### src/rtl/mem_stage_hs_if.sv
// mem_stage_hs_if: data-memory request/acknowledge bus between the MEM stage
// and an external variable-latency data memory.
//   master (MEM stage): drives mem_req, mem_we, mem_addr, mem_be, mem_wdata;
//                       samples mem_ack, mem_rdata
//   slave  (memory)   : the mirror image
// mem_rdata is only meaningful in a cycle where mem_ack=1 and mem_req=1.
interface mem_stage_hs_if #(
  parameter int unsigned ADDR_W = 32
) ();
  logic              mem_req;
  logic              mem_we;
  logic [ADDR_W-1:0] mem_addr;
  logic [3:0]        mem_be;
  logic [31:0]       mem_wdata;
  logic              mem_ack;
  logic [31:0]       mem_rdata;

  modport master (
    output mem_req, mem_we, mem_addr, mem_be, mem_wdata,
    input  mem_ack, mem_rdata
  );

  modport slave (
    input  mem_req, mem_we, mem_addr, mem_be, mem_wdata,
    output mem_ack, mem_rdata
  );
endinterface

### src/rtl/mem_stage_hs.sv
// mem_stage_hs: MIPS memory stage with a req/ack data-memory handshake and
// the MEM/WB pipeline register.
//   clk, rst_n          : clock (rising edge), asynchronous active-low reset
//   *M inputs           : control/data from the EX/MEM register
//   mem                 : data-memory bus (master side)
//   stallM              : holds F/D/E/M while an access is outstanding
//   WriteRegM_hazard    : combinational copy of WriteRegM for forwarding
//   *W outputs          : registered MEM/WB results and one-cycle exception flags
// Byte/half/word accesses with sign/zero-extended loads; misaligned accesses
// complete at once with exc_misalignW, unacknowledged accesses end with
// exc_buserrW after TIMEOUT cycles in WAIT.
module mem_stage_hs #(
  parameter int unsigned ADDR_W  = 32,
  parameter int unsigned REG_W   = 5,
  parameter int unsigned TIMEOUT = 16
) (
  input  logic              clk,
  input  logic              rst_n,
  input  logic              RegWriteM,
  input  logic              MemToRegM,
  input  logic              MemWriteM,
  input  logic              syscallM,
  input  logic [1:0]        SizeM,
  input  logic              SignedM,
  input  logic [ADDR_W-1:0] ALUOutM,
  input  logic [31:0]       WriteDataM,
  input  logic [REG_W-1:0]  WriteRegM,
  mem_stage_hs_if.master    mem,
  output logic              stallM,
  output logic [REG_W-1:0]  WriteRegM_hazard,
  output logic              RegWriteW,
  output logic              MemtoRegW,
  output logic              syscallW,
  output logic [31:0]       ReadDataW,
  output logic [ADDR_W-1:0] ALUOutW,
  output logic [REG_W-1:0]  WriteRegW,
  output logic              exc_misalignW,
  output logic              exc_buserrW
);

  localparam int unsigned CNT_W = $clog2(TIMEOUT + 1);

  typedef enum logic {IDLE, WAIT} state_e;

  typedef struct packed {
    logic              regwrite;
    logic              memtoreg;
    logic              syscall;
    logic [31:0]       rdata;
    logic [ADDR_W-1:0] aluout;
    logic [REG_W-1:0]  wreg;
    logic              misalign;
    logic              buserr;
  } wb_t;

  state_e           state_q, state_d;
  logic [CNT_W-1:0] cnt_q, cnt_d;
  wb_t              wb_q, wb_d;

  logic        is_byte, is_half;
  logic        mem_op, misalign;
  logic        req, timeout, complete;
  logic [31:0] rdata_sh;
  logic [31:0] load_data;

  // Access decode (SizeM=11 behaves as a word)
  assign is_byte  = (SizeM == 2'b00);
  assign is_half  = (SizeM == 2'b01);
  assign mem_op   = MemToRegM | MemWriteM;
  assign misalign = mem_op & ((is_half & ALUOutM[0]) |
                              (!is_byte && !is_half && (ALUOutM[1:0] != 2'b00)));

  // Bus drive: upstream holds the M inputs steady while stalled, so the
  // same decode serves both the IDLE issue cycle and every WAIT cycle.
  assign mem.mem_we   = MemWriteM;
  assign mem.mem_addr = {ALUOutM[ADDR_W-1:2], 2'b00};

  always_comb begin
    mem.mem_be    = 4'b1111;
    mem.mem_wdata = WriteDataM;
    if (is_byte) begin
      mem.mem_be    = 4'b0001 << ALUOutM[1:0];
      mem.mem_wdata = {4{WriteDataM[7:0]}};
    end else if (is_half) begin
      mem.mem_be    = ALUOutM[1] ? 4'b1100 : 4'b0011;
      mem.mem_wdata = {2{WriteDataM[15:0]}};
    end
  end

  // Load lane select and extension
  assign rdata_sh = mem.mem_rdata >> {ALUOutM[1:0], 3'b000};

  always_comb begin
    load_data = mem.mem_rdata;
    if (is_byte) begin
      load_data = {{24{SignedM & rdata_sh[7]}}, rdata_sh[7:0]};
    end else if (is_half) begin
      load_data = {{16{SignedM & rdata_sh[15]}}, rdata_sh[15:0]};
    end
  end

  // Handshake FSM: next state, request, completion
  always_comb begin
    state_d  = state_q;
    cnt_d    = cnt_q;
    req      = 1'b0;
    timeout  = 1'b0;
    complete = 1'b1;
    case (state_q)
      IDLE: begin
        req = mem_op & ~misalign;
        if (req && !mem.mem_ack) begin
          state_d  = WAIT;
          cnt_d    = CNT_W'(1);
          complete = 1'b0;
        end
      end
      WAIT: begin
        req = 1'b1;
        // ack takes priority over a timeout landing in the same cycle
        if (mem.mem_ack) begin
          state_d = IDLE;
          cnt_d   = '0;
        end else if (cnt_q == CNT_W'(TIMEOUT)) begin
          timeout = 1'b1;
          state_d = IDLE;
          cnt_d   = '0;
        end else begin
          cnt_d    = cnt_q + CNT_W'(1);
          complete = 1'b0;
        end
      end
      default: state_d = IDLE;
    endcase
    // Request is abandoned the moment reset asserts
    if (!rst_n) begin
      req = 1'b0;
    end
  end

  assign mem.mem_req      = req;
  assign stallM           = req & ~mem.mem_ack & ~timeout;
  assign WriteRegM_hazard = WriteRegM;

  // MEM/WB next value: capture on completion, bubble (control cleared,
  // data fields held) while stalled.
  always_comb begin
    wb_d          = wb_q;
    wb_d.regwrite = 1'b0;
    wb_d.memtoreg = 1'b0;
    wb_d.syscall  = 1'b0;
    wb_d.misalign = 1'b0;
    wb_d.buserr   = 1'b0;
    if (complete) begin
      wb_d.regwrite = RegWriteM & ~misalign & ~timeout;
      wb_d.memtoreg = MemToRegM & ~misalign;
      wb_d.syscall  = syscallM;
      wb_d.rdata    = load_data;
      wb_d.aluout   = ALUOutM;
      wb_d.wreg     = WriteRegM;
      wb_d.misalign = misalign;
      wb_d.buserr   = timeout;
    end
  end

  always_ff @(posedge clk or negedge rst_n) begin
    if (!rst_n) begin
      state_q <= IDLE;
      cnt_q   <= '0;
      wb_q    <= '0;
    end else begin
      state_q <= state_d;
      cnt_q   <= cnt_d;
      wb_q    <= wb_d;
    end
  end

  assign RegWriteW     = wb_q.regwrite;
  assign MemtoRegW     = wb_q.memtoreg;
  assign syscallW      = wb_q.syscall;
  assign ReadDataW     = wb_q.rdata;
  assign ALUOutW       = wb_q.aluout;
  assign WriteRegW     = wb_q.wreg;
  assign exc_misalignW = wb_q.misalign;
  assign exc_buserrW   = wb_q.buserr;

endmodule

### src/flat_wrapper.sv
// flat-port wrapper written by rule: the top's interface ports become plain ports
module mem_stage_hs_flat 
#(
  parameter int unsigned ADDR_W  = 32,
  parameter int unsigned REG_W   = 5,
  parameter int unsigned TIMEOUT = 16
)
  (clk, rst_n, RegWriteM, MemToRegM, MemWriteM, syscallM, SizeM, SignedM, ALUOutM, WriteDataM, WriteRegM, stallM, WriteRegM_hazard, RegWriteW, MemtoRegW, syscallW, ReadDataW, ALUOutW, WriteRegW, exc_misalignW, exc_buserrW, mem_mem_req, mem_mem_we, mem_mem_addr, mem_mem_be, mem_mem_wdata, mem_mem_ack, mem_mem_rdata);
  mem_stage_hs_if #(.ADDR_W(ADDR_W)) mem_i ();
  input  logic clk;
  input  logic rst_n;
  input  logic RegWriteM;
  input  logic MemToRegM;
  input  logic MemWriteM;
  input  logic syscallM;
  input  logic [1:0] SizeM;
  input  logic SignedM;
  input  logic [ADDR_W-1:0] ALUOutM;
  input  logic [31:0] WriteDataM;
  input  logic [REG_W-1:0] WriteRegM;
  output logic stallM;
  output logic [REG_W-1:0] WriteRegM_hazard;
  output logic RegWriteW;
  output logic MemtoRegW;
  output logic syscallW;
  output logic [31:0] ReadDataW;
  output logic [ADDR_W-1:0] ALUOutW;
  output logic [REG_W-1:0] WriteRegW;
  output logic exc_misalignW;
  output logic exc_buserrW;
  output wire logic [$bits(mem_i.mem_req)-1:0] mem_mem_req;
  output wire logic [$bits(mem_i.mem_we)-1:0] mem_mem_we;
  output wire logic [$bits(mem_i.mem_addr)-1:0] mem_mem_addr;
  output wire logic [$bits(mem_i.mem_be)-1:0] mem_mem_be;
  output wire logic [$bits(mem_i.mem_wdata)-1:0] mem_mem_wdata;
  input wire logic [$bits(mem_i.mem_ack)-1:0] mem_mem_ack;
  input wire logic [$bits(mem_i.mem_rdata)-1:0] mem_mem_rdata;
  assign mem_mem_req = mem_i.mem_req;
  assign mem_mem_we = mem_i.mem_we;
  assign mem_mem_addr = mem_i.mem_addr;
  assign mem_mem_be = mem_i.mem_be;
  assign mem_mem_wdata = mem_i.mem_wdata;
  assign mem_i.mem_ack = mem_mem_ack;
  assign mem_i.mem_rdata = mem_mem_rdata;
  mem_stage_hs #(.ADDR_W(ADDR_W), .REG_W(REG_W), .TIMEOUT(TIMEOUT)) u_core (.clk(clk), .rst_n(rst_n), .RegWriteM(RegWriteM), .MemToRegM(MemToRegM), .MemWriteM(MemWriteM), .syscallM(syscallM), .SizeM(SizeM), .SignedM(SignedM), .ALUOutM(ALUOutM), .WriteDataM(WriteDataM), .WriteRegM(WriteRegM), .mem(mem_i), .stallM(stallM), .WriteRegM_hazard(WriteRegM_hazard), .RegWriteW(RegWriteW), .MemtoRegW(MemtoRegW), .syscallW(syscallW), .ReadDataW(ReadDataW), .ALUOutW(ALUOutW), .WriteRegW(WriteRegW), .exc_misalignW(exc_misalignW), .exc_buserrW(exc_buserrW));
endmodule
### config.mk
export PLATFORM = sky130hd
export DESIGN_NAME = mem_stage_hs_flat
export DESIGN_NICKNAME = d
export VERILOG_FILES = /design/src/rtl/mem_stage_hs_if.sv /design/src/rtl/mem_stage_hs.sv /design/src/flat_wrapper.sv
export SDC_FILE = /design/constraint.sdc
export NUM_CORES = 1
export LEC_CHECK = 0
export ABC_AREA = 1
export CAP_MARGIN = 15
export CELL_PAD_IN_SITES_DETAIL_PLACEMENT = 1
export CELL_PAD_IN_SITES_GLOBAL_PLACEMENT = 1
export CORE_ASPECT_RATIO = 1.75
export CORE_MARGIN = 2
export CORE_UTILIZATION = 26
export CTS_CLUSTER_SIZE = 10
export DETAILED_ROUTE_END_ITERATION = 12
export GPL_TIMING_DRIVEN = 0
export PLACE_DENSITY = 0.8
export SYNTH_ARGS = -nofsm -noshare
export SYNTH_HDL_FRONTEND = slang
export SYNTH_SLANG_ARGS = --single-unit
### constraint.sdc
create_clock -name clk -period 1.9 [get_ports clk]
set_input_delay 0.475 -clock clk [delete_from_list [all_inputs] [get_ports clk]]
set_output_delay 0.475 -clock clk [all_outputs]
set_load 0.005 [all_outputs]
Word-level counts from Yosys, hierarchy flattened:

Cells that the tools add are included.
Widths: inputs -> output; s select.

* register bits: 80
* output and inout bits: 150
* word-level logic and storage cells: 64

* add/sub/neg operators: 1
* eq/ne operators: 3
* shifts and indexed selects: 2
* muxes and demuxes: 24
* bitwise logic cells: 16
* reductions and logical operators: 8

Operators with widths (number)
* $mux 32: 4
* $mux 74: 1
* $shr 32x5->16: 1
* $mux 5: 3
* $mux 4: 3
* $and 1x1->1: 10
* $pmux 5 s2: 1
* $mux 1: 9
* $pmux 1 s2: 3
* $add 5x1->5 const B: 1
* $eq 5x5->1 const B: 1
* $not 1->1: 4
* $shl 1x2->4 const A: 1
* $logic_and 1x1->1: 3
* $logic_not 1->1: 3
* $eq 2x1->1 const B: 1
* $logic_not 2->1: 1
* $ne 2x1->1 const B: 1
* $or 1x1->1: 2
* $reduce_bool 2->1: 1

Logic depth before layout (Yosys ltp):

Gate-level depths: netlist of the first run.

* depth in word-level cells: 12
* mapped depth: 12

Worst setup path after synthesis of the first run:

OpenSTA, ideal clock, no wires.

* kind: input -> output
* start: input port ALUOutM[0]
* end: output port stallM
* arrival: 1.422 ns
* data required time: 1.425 ns
* path slack: 0.003 ns
* cell stages on the path: 10
* path buffers: 3
* cell sequence: buf_4 > inv_2 > buf_6 > nand2_4 > nand2_2 > nand2_2 > nand2_4 > nand2_4 > buf_4 > nor2_1

* word-level cells in the longest chain between the ends: 10
* elaborated cells between the ends (all ways): 11

RTL lines
* start: declaration: line flat_wrapper.sv:18 `input logic [ADDR_W-1:0] ALUOutM;`
* $reduce_bool 2->1: line mem_stage_hs.sv:71 `(!is_byte && !is_half && (ALUOutM[1:0] != 2'b00)));`
* $logic_and 1x1->1: line mem_stage_hs.sv:71
* $or 1x1->1 (*): line mem_stage_hs.sv:70 `assign misalign = mem_op & ((is_half & ALUOutM[0]) |`
* $and 1x1->1 (*): line mem_stage_hs.sv:70
* $not 1->1 (*): line mem_stage_hs.sv:111 `req = mem_op & ~misalign;`
* $and 1x1->1 (*): line mem_stage_hs.sv:111
* $pmux 1 s2 (*): line mem_stage_hs.sv:109 `case (state_q)`
* $mux 1 (*): line mem_stage_hs.sv:136 `if (!rst_n) begin`
* $and 1x1->1 (*) (2 in series): line mem_stage_hs.sv:142 `assign stallM = req & ~mem.mem_ack & ~timeout;`
* end: declaration: line flat_wrapper.sv:21 `output logic stallM;`

Every way passes the cells marked *; elsewhere a longest branch is shown, timed or not.

Worst setup path after layout of the first run:

* start: register u_core.cnt_q[0]
* end: output port stallM

* word-level cells in the longest chain between the ends: 6

RTL lines
* start: declaration: line mem_stage_hs.sv:57 `logic [CNT_W-1:0] cnt_q, cnt_d;`
* start signal: assignment: line mem_stage_hs.sv:173 `cnt_q <= cnt_d;`
* $eq 5x5->1: line mem_stage_hs.sv:124 `end else if (cnt_q == CNT_W'(TIMEOUT)) begin`
* $mux 1: line mem_stage_hs.sv:124
* $mux 1: line mem_stage_hs.sv:121 `if (mem.mem_ack) begin`
* $mux 1: line mem_stage_hs.sv:109
* $not 1->1: line mem_stage_hs.sv:142
* $and 1x1->1: line mem_stage_hs.sv:142

Every way passes these cells.

==> results of run 1 <==
[metal layers]
layer  global-route usage (%)  wire [µm]  vias to the layer above
met5                        0          0                        -
met3                     3.96       1100                       26
met2                     43.3      11800                      203
li1                         -          -                     2656
met4                     7.37        600                        0
met1                     20.7       6980                     2604
[logic make-up after synthesis]
family                   Yosys count
buffers and inverters            107
XOR/XNOR                           3
adder cells (fa/ha/maj)            2
other                              1
flip-flops                        80
AO/OA/AOI/OAI                     20
AND/OR/NAND/NOR                  455
[worst paths after layout]
check                                                    to  cells after the start                       startpoint
max in group asynchronous  u_core.ReadDataW[11]$_DFFE_PN0N_                      2                            rst_n
min in group clk              u_core.ALUOutW[0]$_DFFE_PN0N_                      3                       ALUOutM[0]
min                        u_core.ReadDataW[29]$_DFFE_PN0N_                      2                            rst_n
max reg2reg                 u_core.WriteRegW[2]$_DFFE_PN0N_                     11      u_core.cnt_q[0]$_DFFE_PN0P_
max                                                  stallM                     10      u_core.cnt_q[0]$_DFFE_PN0P_
min reg2reg                 u_core.ReadDataW[2]$_DFFE_PN0N_                      2  u_core.ReadDataW[2]$_DFFE_PN0N_
[cell usage after synthesis, drive strengths merged]
| library cell | n | area, µm² |
|---|---|---|
| conb | 1 | 3.75 |
| a21oi | 2 | 10.0 |
| xor2 | 3 | 26.3 |
| clkbuf | 8 | 30.0 |
| nand3 | 128 | 646 |
| ha | 2 | 25.0 |
| nor3 | 1 | 10.0 |
| inv | 23 | 86.3 |
| or2 | 1 | 6.26 |
| nand2 | 313 | 1200 |
| a31oi | 1 | 6.26 |
| nor2 | 12 | 47.6 |
| buf | 75 | 532 |
| o21ai | 10 | 50.0 |
| dfrtp | 80 | 2000 |
| clkinv | 1 | 3.75 |
| o211ai | 7 | 52.6 |
[critical path, cell delays in order, from the launching register on]
cell      delay, ps
dfrtp_1         390
inv_2            90
ha_4            130
nand2_2          60
nor3_4          130
nand2_1          90
nand2_2          90
clkinv_4         80
nand2_8          80
nor2_1           40
buf_2           130
[through the flow]
stage / cells / instance area (µm²) / util (%) / setup slack, ps / hold slack, ps
after floorplan: 669 / 4750 / - / 3.36 / 179
after global placement: 1159 / 7600 / 42.3 / -3370 / 491
after detailed placement: 1160 / 7630 / 42.4 / -1260 / 365
after CTS: 1198 / 8250 / 45.9 / -333 / 12.9
after global routing: 1199 / 8250 / 45.9 / -314 / 117
final: 1199 / 8250 / 45.9 / -215 / 110
[final cells by class]
| type | instances | area [µm²] | share of cell area, % |
|---|---|---|---|
| repair buffers | 284 | 2720 | 33.0 |
| clock buffers | 9 | 225 | 2.73 |
| well taps | 234 | 293 | 3.55 |
| inverters | 24 | 108 | 1.30 |
| multi-input cells | 482 | 2180 | 26.4 |
| flip-flops and latches | 80 | 2000 | 24.3 |
| plain buffers | 80 | 611 | 7.40 |
| clock inverters | 6 | 109 | 1.32 |
[repair_timing]
item | 4_1_cts | 5_1_grt
setup endpoints to repair | 143 | 89
pin swaps | 8 | 4
gates cloned | 1 | 0
hold buffers | 0 | 1
resized for setup | 160 | 22
hold endpoints to repair | 0 | 16
setup buffers | 23 | 2
[layout by cell type, fill, tap and decap left out, types with 2 or more instances in the layout]
| master | instances |
|---|---|
| dlygate4sd2_1 | 63 |
| dfrtp_1 | 80 |
| nand2_8 | 2 |
| bufinv_16 | 3 |
| buf_12 | 2 |
| clkinv_2 | 2 |
| buf_4 | 82 |
| o21ai_0 | 7 |
| xor2_1 | 3 |
| nand2_4 | 4 |
| o211ai_1 | 7 |
| nand3_1 | 127 |
| clkbuf_2 | 8 |
| inv_2 | 5 |
| buf_6 | 4 |
| buf_2 | 15 |
| nor2_1 | 10 |
| conb_1 | 2 |
| nand2_1 | 303 |
| clkbuf_8 | 2 |
| nand2_2 | 4 |
| clkdlybuf4s50_1 | 177 |
| clkinv_4 | 3 |
| o21ai_1 | 2 |
| inv_1 | 15 |
| clkdlybuf4s15_1 | 2 |
| clkbuf_16 | 10 |
[state kept, by name, summed over array words and instances, names as in the netlist]
| signal | flops |
|---|---|
| u_core.ReadDataW | 32 |
| u_core.state_q | 1 |
| u_core.RegWriteW | 1 |
| u_core.cnt_q | 5 |
| u_core.MemtoRegW | 1 |
| u_core.exc_buserrW | 1 |
| u_core.ALUOutW | 32 |
| u_core.syscallW | 1 |
| u_core.WriteRegW | 5 |
| u_core.exc_misalignW | 1 |
[power groups by stage]
stage | clock network [mW] | logic, mW | registers, mW
after floorplan | 0 | 0.617 | 2.06
after global placement | 0 | 1.72 | 2.04
after detailed placement | 0 | 1.75 | 2.05
after CTS | 2.02 | 1.82 | 2.02
after global routing | 2.10 | 1.96 | 2.05
final | 1.97 | 1.79 | 2.02
==> impl_metrics.json, run 1 <==
{
  "outcome": "finished, violations left",
  "violations": "negative setup slack",
  "rows": 65,
  "clock-root-buffer": "clkbuf_16",
  "ant_nets": 0,
  "synth-seq-cells": 80,
  "grt_pass1_vias": 5943,
  "arrival_ps": 1640,
  "wl_per_cell_um": 17.1,
  "syn_area_mm2": 0.00474,
  "synth_compound_area_share_pct": 2.51,
  "wirelength_um": 20500,
  "ys_warn_count": 0,
  "slew_viol_final": 0,
  "swShare_pct": 28.2,
  "reg2reg_slack_ps": 110,
  "drt-pass1-iter-count": 4,
  "cts_buffer_depth": 2,
  "die_w_um": 106,
  "rsz0062_at_grt": "yes",
  "power_mw": 5.79,
  "track_usage_pct": 21.3,
  "vdd_ir_drop_max_v": 0.000371,
  "hp-class": "input pin to asynchronous set/reset pin",
  "drc": 0,
  "finalHoldViolCount": 0,
  "grt_pass1_wl_um": 31900,
  "cts_num_sinks": 80,
  "clk_latency_ps": 330,
  "gr-total-overflow": 0,
  "synth_top_family_by_area": "simple AND/OR/NAND/NOR gates",
  "htreeDepth": 3,
  "numCtsBuffers": 9,
  "skew_ps": 5.71,
  "via_count": 5489,
  "yosys.area_share.simple_pct": 40.4,
  "min_period_over_period_pct": 111,
  "grt_max_degree": 34,
  "synth_fa_ha_area_share_pct": 0.528,
  "viasPerCell": 4.58,
  "ys_seq_area_share_pct": 42.2,
  "timing.final.ws_setup_ps": -215,
  "portBuffers": 256,
  "globalplace.congestion": 0.858,
  "max_slew_margin_pct": 49.9,
  "worst_setup_path_start_kind": "register",
  "clkTransAtPathRegs_ps": 60,
  "pwr-share-seq_pct": 35.0,
  "worstMarginPinSlew_ps": 749,
  "fmax_ghz": 0.473,
  "fillers": 2195,
  "coreArea_mm2": 0.0180,
  "setup_viol": 1,
  "fin_crit_ps": 2120,
  "io-pin-count": 261,
  "dr.first_iter.drc_count": 159,
  "path_max_fanout": 3,
  "clkPwrFrac_pct": 34.1,
  "cts_tree": "built",
  "cap_violations": 0,
  "die_h_um": 183,
  "power_density_mw_per_mm2": 702,
  "dpl.hpwl_um": 16000,
  "combinationalPowerShare_pct": 30.9,
  "setup_tns_ps": -215,
  "worstSetupPathType": "register to primary output",
  "diodes": 0,
  "drive_gt1_share_pct": 16.7,
  "antenna_found_initial": 0,
  "crit_required_ps": 1420,
  "syn_area_per_cell_um2": 7.10,
  "start_util_pct": 26.4,
  "nNetsFinal": 1074,
  "p_leak_nw": 4.23,
  "p_int_mw": 4.16,
  "netlist_instances": 668,
  "p_switching_mw": 1.63,
  "syn_to_final_growth_pct": 73.9,
  "yosys.area_share.xor_xnor_pct": 0.554,
  "muxShareOfSynthArea_pct": 0,
  "synth_cell_type_count": 26,
  "worst_setup_path_end_kind": "primary output",
  "dieArea_mm2": 0.0194
}
Note: power is estimated with default switching activity, not from simulation.
==> inputs of run 2 (changes only) <==
- CELL_PAD_IN_SITES_DETAIL_PLACEMENT: 1 -> not set
- CELL_PAD_IN_SITES_GLOBAL_PLACEMENT: 1 -> not set
- CORE_UTILIZATION: 26 -> 31
- GPL_ROUTABILITY_DRIVEN: not set -> 0
- PLACE_DENSITY: 0.8 -> 0.67
==> run 2 against run 1 <==
Effect of this change: first-iteration DRC count increased by 31%; wire length down 11%; cell area is 0.46% lower; register-to-register slack got worse by 20 ps; global-route usage up 0.60 points; the run still ends with negative setup slack left; final cell count is 3.9% lower; via count is 0.55% higher; largest power group unchanged.
==> impl_metrics.json, run 2 (synthesized netlist as in run 1, its figures left out) <==
{
  "outcome": "finished, violations left",
  "violations": "negative setup slack",
  "wl_per_cell_um": 15.9,
  "rows": 59,
  "dpl.hpwl_um": 14100,
  "syn_to_final_growth_pct": 73.1,
  "fin_crit_ps": 2110,
  "grt_busiest_layer": "met2",
  "timing.final.ws_setup_ps": -209,
  "dp_slack_ps": -1260,
  "antenna_found_initial": 0,
  "grt_use_met2_pct": 42.4,
  "min_period_over_period_pct": 111,
  "dr.first_iter.drc_count": 208,
  "dieArea_mm2": 0.0163,
  "grt_max_degree": 35,
  "final_common_cell": "nand2_1",
  "wirelength_um": 18300,
  "start_util_pct": 31.8,
  "via_count": 5519,
  "vdd_ir_drop_max_v": 0.000354,
  "cap_violations": 0,
  "fmax_ghz": 0.474,
  "worstMarginPinSlew_ps": 594,
  "cts_tree": "built",
  "power_density_mw_per_mm2": 668,
  "clock-root-buffer": "clkbuf_16",
  "setup_tns_ps": -209,
  "power_mw": 5.49,
  "cts_num_sinks": 80,
  "worstRegToRegCells": 12,
  "r2r-end": "u_core.ReadDataW[11]$_DFFE_PN0N_",
  "layoutNonFillerInstCount": 1152,
  "coreArea_mm2": 0.0149,
  "gr-total-overflow": 0,
  "htreeDepth": 3,
  "grt_util_met1_pct": 22.0,
  "rsz0062_at_grt": "yes",
  "grt_pass1_wl_um": 28200,
  "viasPerCell": 4.79,
  "drt-pass1-iter-count": 5,
  "placed_cells_incl_taps": 1109,
  "fillers": 1437,
  "ant_nets": 0,
  "reg2reg_slack_ps": 90,
  "clkTransAtPathRegs_ps": 60,
  "clk_latency_ps": 340,
  "arrival_ps": 1630,
  "worst_setup_path_end_kind": "primary output",
  "max_slew_margin_pct": 60.3,
  "grt_pass1_vias": 5446,
  "whs_ps": 103,
  "hp-class": "input pin to asynchronous set/reset pin",
  "path_max_fanout": 2,
  "skew_ps": 8.03,
  "setup_viol": 1,
  "die_h_um": 168,
  "grt_use_met3_pct": 3.92,
  "worst_setup_path_start_kind": "register",
  "die_w_um": 97.5,
  "diodes": 0,
  "worstSetupPathType": "register to primary output",
  "finalHoldViolCount": 0,
  "nNetsFinal": 1077,
  "p_leak_nw": 4.22,
  "io-pin-count": 261,
  "track_usage_pct": 21.9,
  "slew_viol_final": 0,
  "drive_gt1_share_pct": 16.9,
  "cts_buffer_depth": 2,
  "portBuffers": 256,
  "r2r-start": "u_core.cnt_q[0]$_DFFE_PN0P_",
  "crit_required_ps": 1420,
  "layout_common_cells": "299 x nand2_1, 177 x clkdlybuf4s50_1, 125 x nand3_1",
  "drc": 0,
  "numCtsBuffers": 9
}
## run 2: changes by cell type in the layout (fill, tap and decap cells not counted), sizes merged
| cell | before | now |
|---|---|---|
| clkinv | 5 | 3 |
| dlygate4sd2 | 63 | 68 |
| clkinvlp | 0 | 3 |
| dlymetal6s2s | 1 | 0 |
| buf | 105 | 107 |
| clkdlybuf4s15 | 3 | 2 |
| bufinv | 3 | 1 |
## run 2: critical path: stages, from the launching register on
cell	delay, ps
dfrtp_1	400
inv_2	90
ha_4	120
nand2_2	60
nor3_4	140
nand2_1	90
nand2_2	110
inv_6	50
nand2_8	50
nor2_1	30
buf_2	130
## run 2: per-stage QoR
stage	util (%)	area, µm²
3_3_place_gp	50.5	7540
3_5_place_dp	50.7	7560
5_1_grt	55.1	8210
2_1_floorplan	-	4750
4_1_cts	54.5	8130
6_report	55.1	8210
## run 2: timing repair
action | in CTS | in global routing
pin swaps | 10 | 2
setup endpoints to repair | 89 | 78
buffers inserted | 23 | 5
cloned | 1 | 0
endpoints found under the hold margin | 13 | 0
gates resized for setup | 152 | 22
hold buffers | 1 | 0
## run 2: worst max-delay path by stage
| stage | start | end | slack, ps | cells past startpoint |
|---|---|---|---|---|
| after floorplan | ALUOutM[0] | stallM | 3 | 10 |
| after global placement | rst_n | mem_mem_req | -3730 | 4 |
| after detailed placement | SizeM[0] | mem_mem_wdata[25] | -1260 | 7 |
| after CTS | u_core.cnt_q[1]$_DFFE_PN0P_ | stallM | -260 | 10 |
| after global routing | u_core.cnt_q[1]$_DFFE_PN0P_ | stallM | -270 | 10 |
| final | u_core.cnt_q[0]$_DFFE_PN0P_ | stallM | -210 | 10 |
## run 2: area by class of cell
cell class,instances,area (µm²),share of cell area (%)
plain buffers,81,633,7.71
clock buffers,11,233,2.83
clock inverters,5,57.6,0.701
inverters,24,120,1.46
multi-input cells,482,2190,26.7
flip-flops and latches,80,2000,24.4
well taps,183,229,2.79
repair buffers,286,2740,33.4
## run 2: metal layers
metal | routed length [µm] | vias to the layer above
met5 | 0 | -
met4 | 762 | 0
met3 | 1120 | 44
met2 | 10200 | 261
met1 | 6170 | 2543
li1 | - | 2671
## run 2: report_power, final
part / leakage [nW] / switching, mW / internal, mW
Combinational: 3.10 / 0.788 / 0.983
Clock: 0.132 / 0.685 / 1.02
Sequential: 0.989 / 0.113 / 1.90
==> inputs of run 3 (changes only) <==
- CORE_ASPECT_RATIO: 1.75 -> 1.25
- REMOVE_ABC_BUFFERS: not set -> 1
==> run 3 against run 2 <==
Effect of this change: the run still ends with negative setup slack left; sequential power about the same; non-clock buffer count down 69; combinational power about the same; total power down 0.30%; cell area down 3.1%; largest cell class unchanged; largest power group unchanged.
==> impl_metrics.json, run 3 (synthesized netlist as in run 1, its figures left out) <==
{
  "grt_use_met3_pct": 4.81,
  "skew_ps": 11.0,
  "viasPerCell": 4.86,
  "crit_required_ps": 1420,
  "grt_max_degree": 45,
  "portBuffers": 258,
  "worst_setup_path_end_kind": "primary output",
  "start_util_pct": 31.7,
  "die_h_um": 142,
  "r2r-end": "u_core.ReadDataW[31]$_DFFE_PN0N_",
  "drive_gt1_share_pct": 12.0,
  "setup_viol": 5,
  "diodes": 0,
  "r2r-start": "u_core.cnt_q[0]$_DFFE_PN0P_",
  "violations": "negative setup slack",
  "clkTransAtPathRegs_ps": 70,
  "track_usage_pct": 23.7,
  "grt_util_met1_pct": 28.9,
  "max_slew_margin_pct": 36.9,
  "grt_use_met2_pct": 41.0,
  "coreArea_mm2": 0.0150,
  "rsz0062_at_grt": "yes",
  "wirelength_um": 20000,
  "dieArea_mm2": 0.0163,
  "cts_num_sinks": 80,
  "timing.final.ws_setup_ps": -316,
  "worstMarginPinSlew_ps": 943,
  "vdd_ir_drop_max_v": 0.000368,
  "arrival_ps": 1740,
  "worst_setup_path_start_kind": "register",
  "finalHoldViolCount": 0,
  "fin_util_pct": 53.2,
  "grt_busiest_layer": "met2",
  "whs_ps": 59.7,
  "outcome": "finished, violations left",
  "grt_pass1_wl_um": 29200,
  "io-pin-count": 261,
  "cap_violations": 0,
  "clock-root-buffer": "clkbuf_16",
  "min_period_over_period_pct": 117,
  "gr-total-overflow": 0,
  "reg2reg_slack_ps": -10,
  "power_density_mw_per_mm2": 688,
  "cts_buffer_depth": 2,
  "fmax_ghz": 0.451,
  "grt_pass1_vias": 5300,
  "dr.first_iter.drc_count": 308,
  "nNetsFinal": 1016,
  "final_area_mm2": 0.00795,
  "hp-class": "input pin to asynchronous set/reset pin",
  "cts_tree": "built",
  "syn_to_final_growth_pct": 67.7,
  "worstRegToRegCells": 12,
  "clk_latency_ps": 340,
  "htreeDepth": 3,
  "setup_tns_ps": -335,
  "layout_common_cells": "302 x nand2_1, 178 x clkdlybuf4s50_1, 127 x nand3_1",
  "layoutNonFillerInstCount": 1090,
  "fin_crit_ps": 2220,
  "post_dp_cell_area_mm2": 0.00703,
  "p_leak_nw": 4.00,
  "antenna_found_initial": 0,
  "dpl.hpwl_um": 11400,
  "placed_cells_incl_taps": 1028,
  "drc": 0,
  "worstSetupPathType": "register to primary output",
  "wl_per_cell_um": 18.4,
  "rows": 50,
  "die_w_um": 115,
  "via_count": 5292,
  "ant_nets": 0,
  "drt-pass1-iter-count": 4,
  "slew_viol_final": 0,
  "numCtsBuffers": 9,
  "final_common_cell": "nand2_1",
  "path_max_fanout": 2
}
-- run 3: cell types whose count changed in the layout (fill, tap and decap cells not counted), sizes merged, moves of 2 or more --
cell / before / now
buf: 107 / 49
dlygate4sd2: 68 / 57
clkbuf: 22 / 14
nand2: 313 / 319
clkdlybuf4s15: 2 / 5
dlymetal6s2s: 0 / 2
inv: 22 / 24
-- run 3: stage by stage --
stage,power (mW),setup WS (ps)
2_1_floorplan,2.52,-690
3_3_place_gp,3.59,-3840
3_5_place_dp,3.61,-2560
4_1_cts,5.45,-363
5_1_grt,5.77,-380
6_report,5.47,-316
-- run 3: area by class of cell --
type	count	area [µm²]
inverters	24	154
clock buffers	11	243
fillers	1471	7000
well taps	182	228
repair buffers	298	2980
multi-input cells	488	2290
flip-flops and latches	80	2000
clock inverters	5	40.0
repair inverters	2	20.0
-- run 3: layer usage --
| metal | routed length [µm] | vias to the layer above | share of wire, % |
|---|---|---|---|
| met3 | 1370 | 36 | 6.9 |
| met1 | 7890 | 2450 | 39 |
| li1 | - | 2564 | - |
| met4 | 655 | 0 | 3.3 |
| met2 | 10100 | 242 | 50 |
| met5 | 0 | - | 0 |
-- run 3: timing repair --
action                                 4_1_cts  5_1_grt
setup endpoints to repair                  153       83
pin swaps                                   10        5
hold buffers                                 0        2
resized for setup                          182       17
gates cloned                                 9        5
setup buffers                               25        5
endpoints found under the hold margin        0       37
-- run 3: worst max-delay path by stage --
stage / start / end / slack (ps) / depth (start not counted)
3_3_place_gp: SizeM[1] / stallM / -3840 / 9
2_1_floorplan: u_core.cnt_q[0]$_DFFE_PN0P_ / stallM / -690 / 9
6_report: u_core.cnt_q[0]$_DFFE_PN0P_ / stallM / -320 / 11
4_1_cts: u_core.cnt_q[1]$_DFFE_PN0P_ / stallM / -360 / 11
3_5_place_dp: ALUOutM[0] / stallM / -2560 / 9
5_1_grt: u_core.cnt_q[0]$_DFFE_PN0P_ / stallM / -380 / 11
-- run 3: report_power, final --
part	internal (mW)	switching, mW
clock	0.932	0.762
combinational	0.932	0.829
sequential	1.90	0.114
-- run 3: worst max-delay path: stages (launching register included) --
cell,delay [ps]
dfrtp_1,390
inv_2,90
ha_4,120
nand2_2,60
nor3_4,140
nand2_2,80
nand2_4,130
inv_16,40
buf_16,130
nand2_8,60
nor2_2,30
buf_2,110
